$ cat config.mk
export PLATFORM = sky130hd
export DESIGN_NAME = gpioemu_host
export DESIGN_NICKNAME = d
export VERILOG_FILES = /design/src/rtl/gpioemu_pkg.sv /design/src/rtl/gpioemu_bus_xfer.sv /design/src/rtl/gpioemu_host.sv
export SDC_FILE = /design/constraint.sdc
export NUM_CORES = 1
export LEC_CHECK = 0
export BUFFER_PORTS_ARGS = -buffer_cell sky130_fd_sc_hd__buf_4
export CAP_MARGIN = 20
export CORE_ASPECT_RATIO = 1.2
export CORE_MARGIN = 2
export CORE_UTILIZATION = 50
export CTS_CLUSTER_SIZE = 30
export DETAILED_ROUTE_END_ITERATION = 10
export PLACE_DENSITY = 0.77
export SYNTH_ARGS = -nofsm -noshare
export SYNTH_HDL_FRONTEND = slang
export SYNTH_SLANG_ARGS = --single-unit
$ cat constraint.sdc
create_clock -name clk -period 14.06 [get_ports clk]
set_clock_uncertainty 0.15 [all_clocks]
set_input_delay 2.109 -clock clk [delete_from_list [all_inputs] [get_ports clk]]
set_output_delay 2.109 -clock clk [all_outputs]
set_load 0.05 [all_outputs]
$ cat src/rtl/gpioemu_pkg.sv
// Shared constants, state encodings and helpers for the gpioemu bus host.
package gpioemu_pkg;

    localparam logic [15:0] ADDR_A1   = 16'h0380;
    localparam logic [15:0] ADDR_A2   = 16'h0388;
    localparam logic [15:0] ADDR_W    = 16'h0390;
    localparam logic [15:0] ADDR_L    = 16'h0398;
    localparam logic [15:0] ADDR_CTRL = 16'h03A0;

    localparam int unsigned STAT_READY = 1;
    localparam int unsigned STAT_FIT   = 0;

    typedef enum logic [2:0] {
        H_IDLE,
        H_WR_A1,
        H_WR_A2,
        H_WR_GO,
        H_POLL,
        H_RD_W,
        H_RD_L,
        H_RESP
    } host_state_t;

    typedef enum logic [1:0] {
        X_IDLE,
        X_SETUP,
        X_STROBE,
        X_HOLD
    } xfer_state_t;

    // Number of set bits in a 32-bit word.
    function automatic logic [5:0] popcount32(input logic [31:0] v);
        logic [5:0] c;
        c = '0;
        for (int i = 0; i < 32; i++) begin
            c = c + 6'(v[i]);
        end
        return c;
    endfunction

endpackage

$ cat src/rtl/gpioemu_bus_xfer.sv
// Single gpioemu bus access: SETUP (1) / STROBE (STROBE_CYCLES) / HOLD (1).
// A new start is accepted in IDLE or in HOLD so accesses can run back-to-back.
module gpioemu_bus_xfer
    import gpioemu_pkg::*;
#(
    parameter int unsigned STROBE_CYCLES = 1
) (
    input  logic        clk,
    input  logic        reset,
    input  logic        start,
    input  logic        rnw,
    input  logic [15:0] addr,
    input  logic [31:0] wdata,
    output logic        busy,
    output logic        done,
    output logic [31:0] rdata,
    output logic [15:0] saddress,
    output logic        srd,
    output logic        swr,
    output logic [31:0] sdata_out,
    input  logic [31:0] sdata_in
);

    localparam int unsigned SC_W = (STROBE_CYCLES > 1) ? $clog2(STROBE_CYCLES) : 1;

    xfer_state_t      state_q, state_d;
    logic [SC_W-1:0]  cnt_q, cnt_d;
    logic             rnw_q, rnw_d;
    logic [15:0]      addr_d;
    logic [31:0]      wdata_d, rdata_d;
    logic             srd_d, swr_d, done_d, busy_d;

    // State and registered bus outputs; reset drops strobes immediately.
    always_ff @(posedge clk or posedge reset) begin
        if (reset) begin
            state_q   <= X_IDLE;
            cnt_q     <= '0;
            rnw_q     <= 1'b0;
            saddress  <= '0;
            sdata_out <= '0;
            rdata     <= '0;
            srd       <= 1'b0;
            swr       <= 1'b0;
            done      <= 1'b0;
            busy      <= 1'b0;
        end else begin
            state_q   <= state_d;
            cnt_q     <= cnt_d;
            rnw_q     <= rnw_d;
            saddress  <= addr_d;
            sdata_out <= wdata_d;
            rdata     <= rdata_d;
            srd       <= srd_d;
            swr       <= swr_d;
            done      <= done_d;
            busy      <= busy_d;
        end
    end

    // Next-state and next-output logic for one access.
    always_comb begin
        state_d = state_q;
        cnt_d   = cnt_q;
        rnw_d   = rnw_q;
        addr_d  = saddress;
        wdata_d = sdata_out;
        rdata_d = rdata;
        srd_d   = 1'b0;
        swr_d   = 1'b0;
        done_d  = 1'b0;
        unique case (state_q)
            X_IDLE, X_HOLD: begin
                if (start) begin
                    state_d = X_SETUP;
                    rnw_d   = rnw;
                    addr_d  = addr;
                    wdata_d = rnw ? 32'h0 : wdata;
                end else if (state_q == X_HOLD) begin
                    state_d = X_IDLE;
                end
            end
            X_SETUP: begin
                state_d = X_STROBE;
                cnt_d   = '0;
                srd_d   = rnw_q;
                swr_d   = !rnw_q;
            end
            X_STROBE: begin
                if (cnt_q == SC_W'(STROBE_CYCLES - 1)) begin
                    state_d = X_HOLD;
                    done_d  = 1'b1;
                    if (rnw_q) begin
                        rdata_d = sdata_in;
                    end
                end else begin
                    cnt_d = cnt_q + SC_W'(1);
                    srd_d = rnw_q;
                    swr_d = !rnw_q;
                end
            end
            default: state_d = X_IDLE;
        endcase
        busy_d = (state_d != X_IDLE);
    end

endmodule

$ cat src/rtl/gpioemu_host.sv
// gpioemu bus initiator: runs one 24x24 multiply job on the slave per command.
// Optional build macro GPIOEMU_HOST_POPCNT_CHECK_EN adds rsp_lmismatch, a local
// popcount(rsp_w) vs rsp_l cross-check.
module gpioemu_host
    import gpioemu_pkg::*;
#(
    parameter int unsigned STROBE_CYCLES = 1,
    parameter int unsigned POLL_LIMIT    = 64
) (
    input  logic        clk,
    input  logic        reset,
    input  logic        cmd_valid,
    output logic        cmd_ready,
    input  logic [23:0] cmd_a1,
    input  logic [23:0] cmd_a2,
    output logic        rsp_valid,
    input  logic        rsp_ready,
    output logic [31:0] rsp_w,
    output logic [23:0] rsp_l,
    output logic        rsp_fit,
    output logic        rsp_timeout,
`ifdef GPIOEMU_HOST_POPCNT_CHECK_EN
    output logic        rsp_lmismatch,
`endif
    output logic [15:0] op_count,
    output logic [15:0] saddress,
    output logic        swr,
    output logic        srd,
    output logic [31:0] sdata_out,
    input  logic [31:0] sdata_in
);

    localparam int unsigned PC_W = $clog2(POLL_LIMIT + 1);

    host_state_t      state_q, state_d;
    logic [PC_W-1:0]  poll_q, poll_d, poll_inc;
    logic [23:0]      a2_q, a2_d;
    logic [31:0]      w_d;
    logic [23:0]      l_d;
    logic             fit_d, to_d, rv_d;
    logic [15:0]      op_d;
`ifdef GPIOEMU_HOST_POPCNT_CHECK_EN
    logic             lm_d;
`endif

    logic             xfer_start_c, xfer_rnw_c;
    logic [15:0]      xfer_addr_c;
    logic [31:0]      xfer_wdata_c;
    logic             xfer_busy, xfer_done;
    logic [31:0]      xfer_rdata;

    gpioemu_bus_xfer #(
        .STROBE_CYCLES(STROBE_CYCLES)
    ) u_xfer (
        .clk       (clk),
        .reset     (reset),
        .start     (xfer_start_c),
        .rnw       (xfer_rnw_c),
        .addr      (xfer_addr_c),
        .wdata     (xfer_wdata_c),
        .busy      (xfer_busy),
        .done      (xfer_done),
        .rdata     (xfer_rdata),
        .saddress  (saddress),
        .srd       (srd),
        .swr       (swr),
        .sdata_out (sdata_out),
        .sdata_in  (sdata_in)
    );

    // Job state, poll counter and response registers.
    always_ff @(posedge clk or posedge reset) begin
        if (reset) begin
            state_q     <= H_IDLE;
            poll_q      <= '0;
            a2_q        <= '0;
            cmd_ready   <= 1'b0;
            rsp_valid   <= 1'b0;
            rsp_w       <= '0;
            rsp_l       <= '0;
            rsp_fit     <= 1'b0;
            rsp_timeout <= 1'b0;
            op_count    <= '0;
`ifdef GPIOEMU_HOST_POPCNT_CHECK_EN
            rsp_lmismatch <= 1'b0;
`endif
        end else begin
            state_q     <= state_d;
            poll_q      <= poll_d;
            a2_q        <= a2_d;
            cmd_ready   <= (state_d == H_IDLE);
            rsp_valid   <= rv_d;
            rsp_w       <= w_d;
            rsp_l       <= l_d;
            rsp_fit     <= fit_d;
            rsp_timeout <= to_d;
            op_count    <= op_d;
`ifdef GPIOEMU_HOST_POPCNT_CHECK_EN
            rsp_lmismatch <= lm_d;
`endif
        end
    end

    // Saturating poll count increment.
    assign poll_inc = (poll_q == {PC_W{1'b1}}) ? poll_q : poll_q + PC_W'(1);

    // Job sequencing; the next access is launched in the HOLD cycle of the last one.
    always_comb begin
        state_d      = state_q;
        poll_d       = poll_q;
        a2_d         = a2_q;
        w_d          = rsp_w;
        l_d          = rsp_l;
        fit_d        = rsp_fit;
        to_d         = rsp_timeout;
        rv_d         = rsp_valid;
        op_d         = op_count;
`ifdef GPIOEMU_HOST_POPCNT_CHECK_EN
        lm_d         = rsp_lmismatch;
`endif
        xfer_start_c = 1'b0;
        xfer_rnw_c   = 1'b1;
        xfer_addr_c  = ADDR_CTRL;
        xfer_wdata_c = 32'h0;
        unique case (state_q)
            H_IDLE: begin
                if (cmd_valid && cmd_ready && !xfer_busy) begin
                    state_d      = H_WR_A1;
                    a2_d         = cmd_a2;
                    poll_d       = '0;
                    w_d          = '0;
                    l_d          = '0;
                    fit_d        = 1'b0;
                    to_d         = 1'b0;
`ifdef GPIOEMU_HOST_POPCNT_CHECK_EN
                    lm_d         = 1'b0;
`endif
                    xfer_start_c = 1'b1;
                    xfer_rnw_c   = 1'b0;
                    xfer_addr_c  = ADDR_A1;
                    xfer_wdata_c = {8'h0, cmd_a1};
                end
            end
            H_WR_A1: begin
                if (xfer_done) begin
                    state_d      = H_WR_A2;
                    xfer_start_c = 1'b1;
                    xfer_rnw_c   = 1'b0;
                    xfer_addr_c  = ADDR_A2;
                    xfer_wdata_c = {8'h0, a2_q};
                end
            end
            H_WR_A2: begin
                if (xfer_done) begin
                    state_d      = H_WR_GO;
                    xfer_start_c = 1'b1;
                    xfer_rnw_c   = 1'b0;
                    xfer_addr_c  = ADDR_CTRL;
                end
            end
            H_WR_GO: begin
                if (xfer_done) begin
                    state_d      = H_POLL;
                    poll_d       = '0;
                    xfer_start_c = 1'b1;
                end
            end
            H_POLL: begin
                if (xfer_done) begin
                    if (xfer_rdata[STAT_READY]) begin
                        state_d      = H_RD_W;
                        fit_d        = xfer_rdata[STAT_FIT];
                        xfer_start_c = 1'b1;
                        xfer_addr_c  = ADDR_W;
                    end else begin
                        poll_d = poll_inc;
                        if (poll_inc >= PC_W'(POLL_LIMIT)) begin
                            state_d = H_RESP;
                            to_d    = 1'b1;
                            rv_d    = 1'b1;
                        end else begin
                            xfer_start_c = 1'b1;
                        end
                    end
                end
            end
            H_RD_W: begin
                if (xfer_done) begin
                    state_d      = H_RD_L;
                    w_d          = xfer_rdata;
                    xfer_start_c = 1'b1;
                    xfer_addr_c  = ADDR_L;
                end
            end
            H_RD_L: begin
                if (xfer_done) begin
                    state_d = H_RESP;
                    l_d     = xfer_rdata[23:0];
                    rv_d    = 1'b1;
`ifdef GPIOEMU_HOST_POPCNT_CHECK_EN
                    lm_d    = (24'(popcount32(rsp_w)) != xfer_rdata[23:0]);
`endif
                end
            end
            H_RESP: begin
                if (rsp_ready) begin
                    state_d = H_IDLE;
                    rv_d    = 1'b0;
                    if (!rsp_timeout) begin
                        op_d = op_count + 16'd1;
                    end
                end
            end
            default: state_d = H_IDLE;
        endcase
    end

endmodule

== Yosys cells after proc, flatten, opt, wreduce, memory -nomap -nowiden ==
Index checks and enable logic that the tools add are counted.
Operators by class
  add/sub/neg operators: 3
  order comparisons: 1
  eq/ne operators: 20
  mux-type cells: 65
  bitwise gates (word level): 2
  reduce and logical (&&, ||, !) cells: 27
Operators with widths (number)
  24-bit two-way mux: 5
  24-bit case mux with 2 select lines: 2
  32-bit two-way mux: 2
  32-bit case mux with 2 select lines: 1
  7-bit two-way mux: 5
  3-bit two-way mux: 10
  6-bit two-way mux: 5
  3-bit case mux with 8 select lines: 1
  6-bit case mux with 4 select lines: 1
  7-bit case mux with 3 select lines: 1
  1-bit two-way mux: 20
  16-bit by 1-bit adder with 16-bit output (second input constant): 1
  3-bit equality test (second input constant): 4
  1-bit case mux with 2 select lines: 6
  3-bit AND reduction: 4
  2-bit by 1-bit != test with 1-bit output (second input constant): 5
  5-bit AND reduction: 2
  2-bit nonzero test: 5
  2-bit != test (second input constant): 4
  7-bit by 1-bit adder with 7-bit output (second input constant): 1
  7-bit equality test (second input constant): 1
  7-bit greater-or-equal comparator (second input constant): 1
  3-bit by 2-bit equality test with 1-bit output (second input constant): 2
  3-bit zero test: 2
  17 further kinds: 27
Word-level totals
  flip-flop bits (word level): 198
  bits of input ports: 84
  output and inout bits: 126

== Logic depth before layout (Yosys ltp) ==
  depth in word-level cells: 10
  gate-level depth with buffers: 8
  mapped depth without buffers: 5

== By module ==
Synthesis repeated with hierarchy kept, for this count alone.
Unflattened totals
  cells, all modules: 656
  area, all modules: 8383.0 um2
Modules (own cells, without submodules)
  gpioemu_host: times used 1, cells an instance 429, area each 4877.2 um2, seq. area each 2752.6 um2
  gpioemu_bus_xfer: times used 1, cells an instance 227, area each 3505.9 um2, seq. area each 2177.1 um2

== Worst setup path before layout ==
No wires, ideal clock.
  path type: input port to flip-flop
  start point: input port cmd_valid
  end point: register u_xfer.busy
  library setup time: 0.131 ns
  data arrival time: 3.319 ns
  required time: 13.779 ns
  slack: 10.460 ns
  cell stages on the path: 6
  path buffers: 2
  cell sequence: nand3b_1 nor2_2 o311a_1 buf_4 buf_8 or3_1
Between the ends
  longest elaborated chain between the ends: 7
Ends and longest elaborated chain
  from (decl): RTL line gpioemu_host.sv:12  | input logic cmd_valid,
  1-bit logical AND (2 in a row): RTL line gpioemu_host.sv:127  | if (cmd_valid && cmd_ready && !xfer_busy) begin
  1-bit two-way mux: RTL line gpioemu_host.sv:127
  1-bit case mux with 3 select lines: RTL line gpioemu_host.sv:125  | unique case (state_q)
  2-bit two-way mux: RTL line gpioemu_bus_xfer.sv:73  | if (start) begin
  2-bit case mux with 3 select lines: RTL line gpioemu_bus_xfer.sv:71  | unique case (state_q)
  2-bit nonzero test: RTL line gpioemu_bus_xfer.sv:103  | busy_d = (state_d != X_IDLE);
  via u_xfer.busy_d: RTL line gpioemu_bus_xfer.sv:31  | logic srd_d, swr_d, done_d, busy_d;
  to (signal assigned): RTL line gpioemu_bus_xfer.sv:56  | busy <= busy_d;
  to (decl): RTL line gpioemu_bus_xfer.sv:14  | output logic busy,
The timed path passes the listed nets, and every way through them passes these cells.
A chain may end at the register's enable or synchronous reset.

== Worst setup path in the final report ==
  start point: input port cmd_valid
  end point: register u_xfer.saddress[4]
Between the ends
  longest elaborated chain between the ends: 5
Ends and longest elaborated chain
  1-bit logical AND (2 in a row): RTL line gpioemu_host.sv:127
  1-bit two-way mux: RTL line gpioemu_host.sv:127
  1-bit case mux with 3 select lines: RTL line gpioemu_host.sv:125
  2-bit AND reduction (no line)
  to (signal assigned): RTL line gpioemu_bus_xfer.sv:50  | saddress <= addr_d;
  to (decl): RTL line gpioemu_bus_xfer.sv:17  | output logic [15:0] saddress,
No other way between the ends.

==> flow_summary.yaml <==
status:
  status: "finished clean"
place:
  portBuffers: 191
  place_ws_ns: 9.92
  place_congestion: 0.792
  dp_hpwl_mm: 11.8
  place_inst: 1054
sta:
  timing.final.hold_violations: 0
  min_period_over_period_pct: 26.3
  rsz0062_at_grt: "no"
  max_freq_mhz: 271
  postLayoutSetupSlackWorst_ns: 10.37
  slew_viol_final: 0
  finalSetupViolCount: 0
  setup-tns-final_ns: 0
  worstMarginPinSlew_ns: 0.937
  slew_headroom_pct: 37.1
  period_needed_ns: 3.69
synth:
  mappedNetlistArea_um2: 7720
  ys_ff_latch: 177
  synth.avg_cell_area_um2: 11.1
  ys_seq_area_share_pct: 57.4
  synth_top_area_share_pct: 57.4
  ys_types: 60
  yosys-top-cells-area: "dfrtp_1 (57%), mux2_2 (8.6%), nand2_1 (6.3%)"
  synth-edff-count: 0
  ys.flop_type: "dfrtp_1"
  synthArstFlopShare_pct: 100
  yosysWarningCount: 0
  postSynthCellCount: 697
  yosysTopAreaCell: "dfrtp_1"
worst_setup_path:
  r2r_cells: 4
  slowest_delay_ns: 0.82
  cpLargestDelayFamily: "compound AO/OA/AOI/OAI gates"
  path_cells: "buf_4 > nand3b_1 > nor2_4 > o311a_2 > mux2_2"
  reg2reg_slack_ns: 10.99
  worst_setup_path_start_kind: "primary input"
  worstPathMaxFanout: 31
  end_kind: "flip-flop"
  arrival_ns: 3.85
  crit_type: "primary input to flip-flop"
  worstSetupPathDepth: 5
  crit_slowest_cell: "o311a_2"
  required_ns: 14.22
  path_buf_inv: 1
power_and_ir_drop:
  power_frac_comb_pct: 45.0
  clkPwrFrac_pct: 19.9
  seq_power_share_pct: 35.1
  power_uw: 2470
  switchingPower_uw: 1080
  power_per_cell_area_nw_per_um2: 250
  cellLeakagePower_uw: 0.00466
  ir_drop_uv: 133
  swShare_pct: 43.7
  p_int_uw: 1390
finish:
  finalNonFillerCells: 1089
  final_common_cell: "buf_4"
  n_antenna_cell: 0
  drive_gt1_share_pct: 34.0
  syn_to_final_growth_pct: 28.0
  multiInputGateArea_um2: 2900
  utilization_pct: 65.8
  fillCellCount: 1194
  nNetsFinal: 962
  final_cell_mix: "buf_4 (196), dfrtp_1 (177), nand2_1 (129)"
  register_area_um2: 4430
global_routing:
  grtUsageTotal_pct: 22.2
  grt_pass1_wl_mm: 29.2
  globalRouteOverflowTotal: 0
  grt_max_degree: 94
  grt_pass1_vias: 5756
  antenna_found_initial: 0
min_path:
  holdCritPathClass: "flip-flop to flip-flop"
  hold_depth: 2
die:
  core-area_um2: 15000
  die_w_um: 117
  rows: 49
  die_area_um2: 16500
  ios: 210
  die_h_um: 140
  initial_utilization_pct: 51.4
clock_network:
  cts_made_buffers: 17
  post_cts_buffers: 0
  cts.clk_slew.worst_paths_ns: 0.06
  cts.sinks: 177
  cts_max_level: 4
  ctsHoldBuffers: 0
  clock_latency_ns: 0.42
  cts-root-buf: "clkbuf_16"
  cts_tree: "built"
  ctsResizeCount: 0
  clock_path_buffers: 2
routing:
  drt_pass1_iterations: 5
  routed_wl_mm: 17.6
  dr_total_vias: 5696
  drtAntennaViolNets: 0
  drc: 0
  drt_iter0_markers: 456
  detail_route.vias_per_cell: 5.23
  wl_per_cell_um: 16.2
run:
  cap_violations: 0
Yosys cell counts, types with 2 or more instances:
master,count
buf_6,2
o21ai_0,59
or3_1,4
nor3b_1,4
buf_4,21
nand3_1,11
xor2_1,2
dfrtp_1,177
a221oi_1,2
clkbuf_1,25
mux2_1,2
a31oi_1,2
ha_1,5
buf_1,4
and4_1,4
or4_1,2
mux2i_1,26
xnor2_1,13
a31o_2,2
o21a_1,2
buf_2,7
nor2_1,8
a21oi_1,11
a22oi_1,25
nand4_1,5
nor3_1,8
and3_1,4
or2_2,2
a21o_1,2
nand2_1,129
o31ai_1,2
mux2_2,59
and2_1,2
nand2b_1,4
inv_1,35
final timing paths:
path                                       startpoint                             end
worst min register to register  rsp_w[10]$_DFFE_PP0P_           rsp_w[10]$_DFFE_PP0P_
max in group asynchronous                       reset  u_xfer.saddress[4]$_DFFE_PP0P_
worst max-delay path                        cmd_valid  u_xfer.saddress[4]$_DFFE_PP0P_
worst max register to register   state_q[1]$_DFF_PP0_  u_xfer.saddress[4]$_DFFE_PP0P_
worst min-delay path            rsp_w[10]$_DFFE_PP0P_           rsp_w[10]$_DFFE_PP0P_
min in group asynchronous                       reset             a2_q[8]$_DFFE_PP0P_
flip-flops by register name, indices dropped and copies added, names as in the netlist, 2 cells and up:
name	flops
rsp_l	24
u_xfer.saddress	4
u_xfer.rdata	32
state_q	3
u_xfer.state_q	2
op_count	16
rsp_w	32
u_xfer.sdata_out	24
poll_q	7
a2_q	24
logic make-up (layout without fill, tap and decap cells):
kind of cell    Yosys count  in the layout  synth area share [%]
fa+ha+maj                 6              6                 0.940
other cells               1             18                0.0486
flops                   177            177                  57.4
buf+inv                  95            266                  6.09
mux                      87             87                  12.3
compound gates          122            122                  10.1
xor+xnor                 15             15                  1.70
simple gates            194            194                  11.4
power by group through the flow:
stage | sequential, uW | combinational [uW] | clock [uW]
after global placement | 870 | 1100 | 0
after global routing | 897 | 1190 | 523
after detailed placement | 873 | 1120 | 0
final | 867 | 1110 | 493
after CTS | 868 | 1120 | 502
after floorplan | 1240 | 414 | 0
metal layers:
layer	track usage, %	up-vias	wire length, um
li1	-	2697	-
met1	28.3	2753	7320
met2	35.7	217	8540
met3	8.02	29	1430
met4	6.72	0	340
met5	0	-	0
through the flow:
step	hold slack [ns]	area [um2]
after detailed placement	0.321	9200
after CTS	0.336	9810
after global placement	0.315	9200
after global routing	0.357	9880
after floorplan	0.288	7780
final	0.331	9880
cell type report:
type,instances,share of cell area [%]
clock buffers,22,4.60
multi-input cells,442,29.4
well taps,204,2.58
repair buffers,200,15.6
inverters,35,1.38
clock inverters,9,1.58
flip-flops and latches,177,44.8
tightest hold or removal path: stages, from the launching register on:
cell and delay, ns:
dfrtp_1 0.34, nand2_1 0.05, o21ai_0 0.06
(Power assumes the default switching activity.)
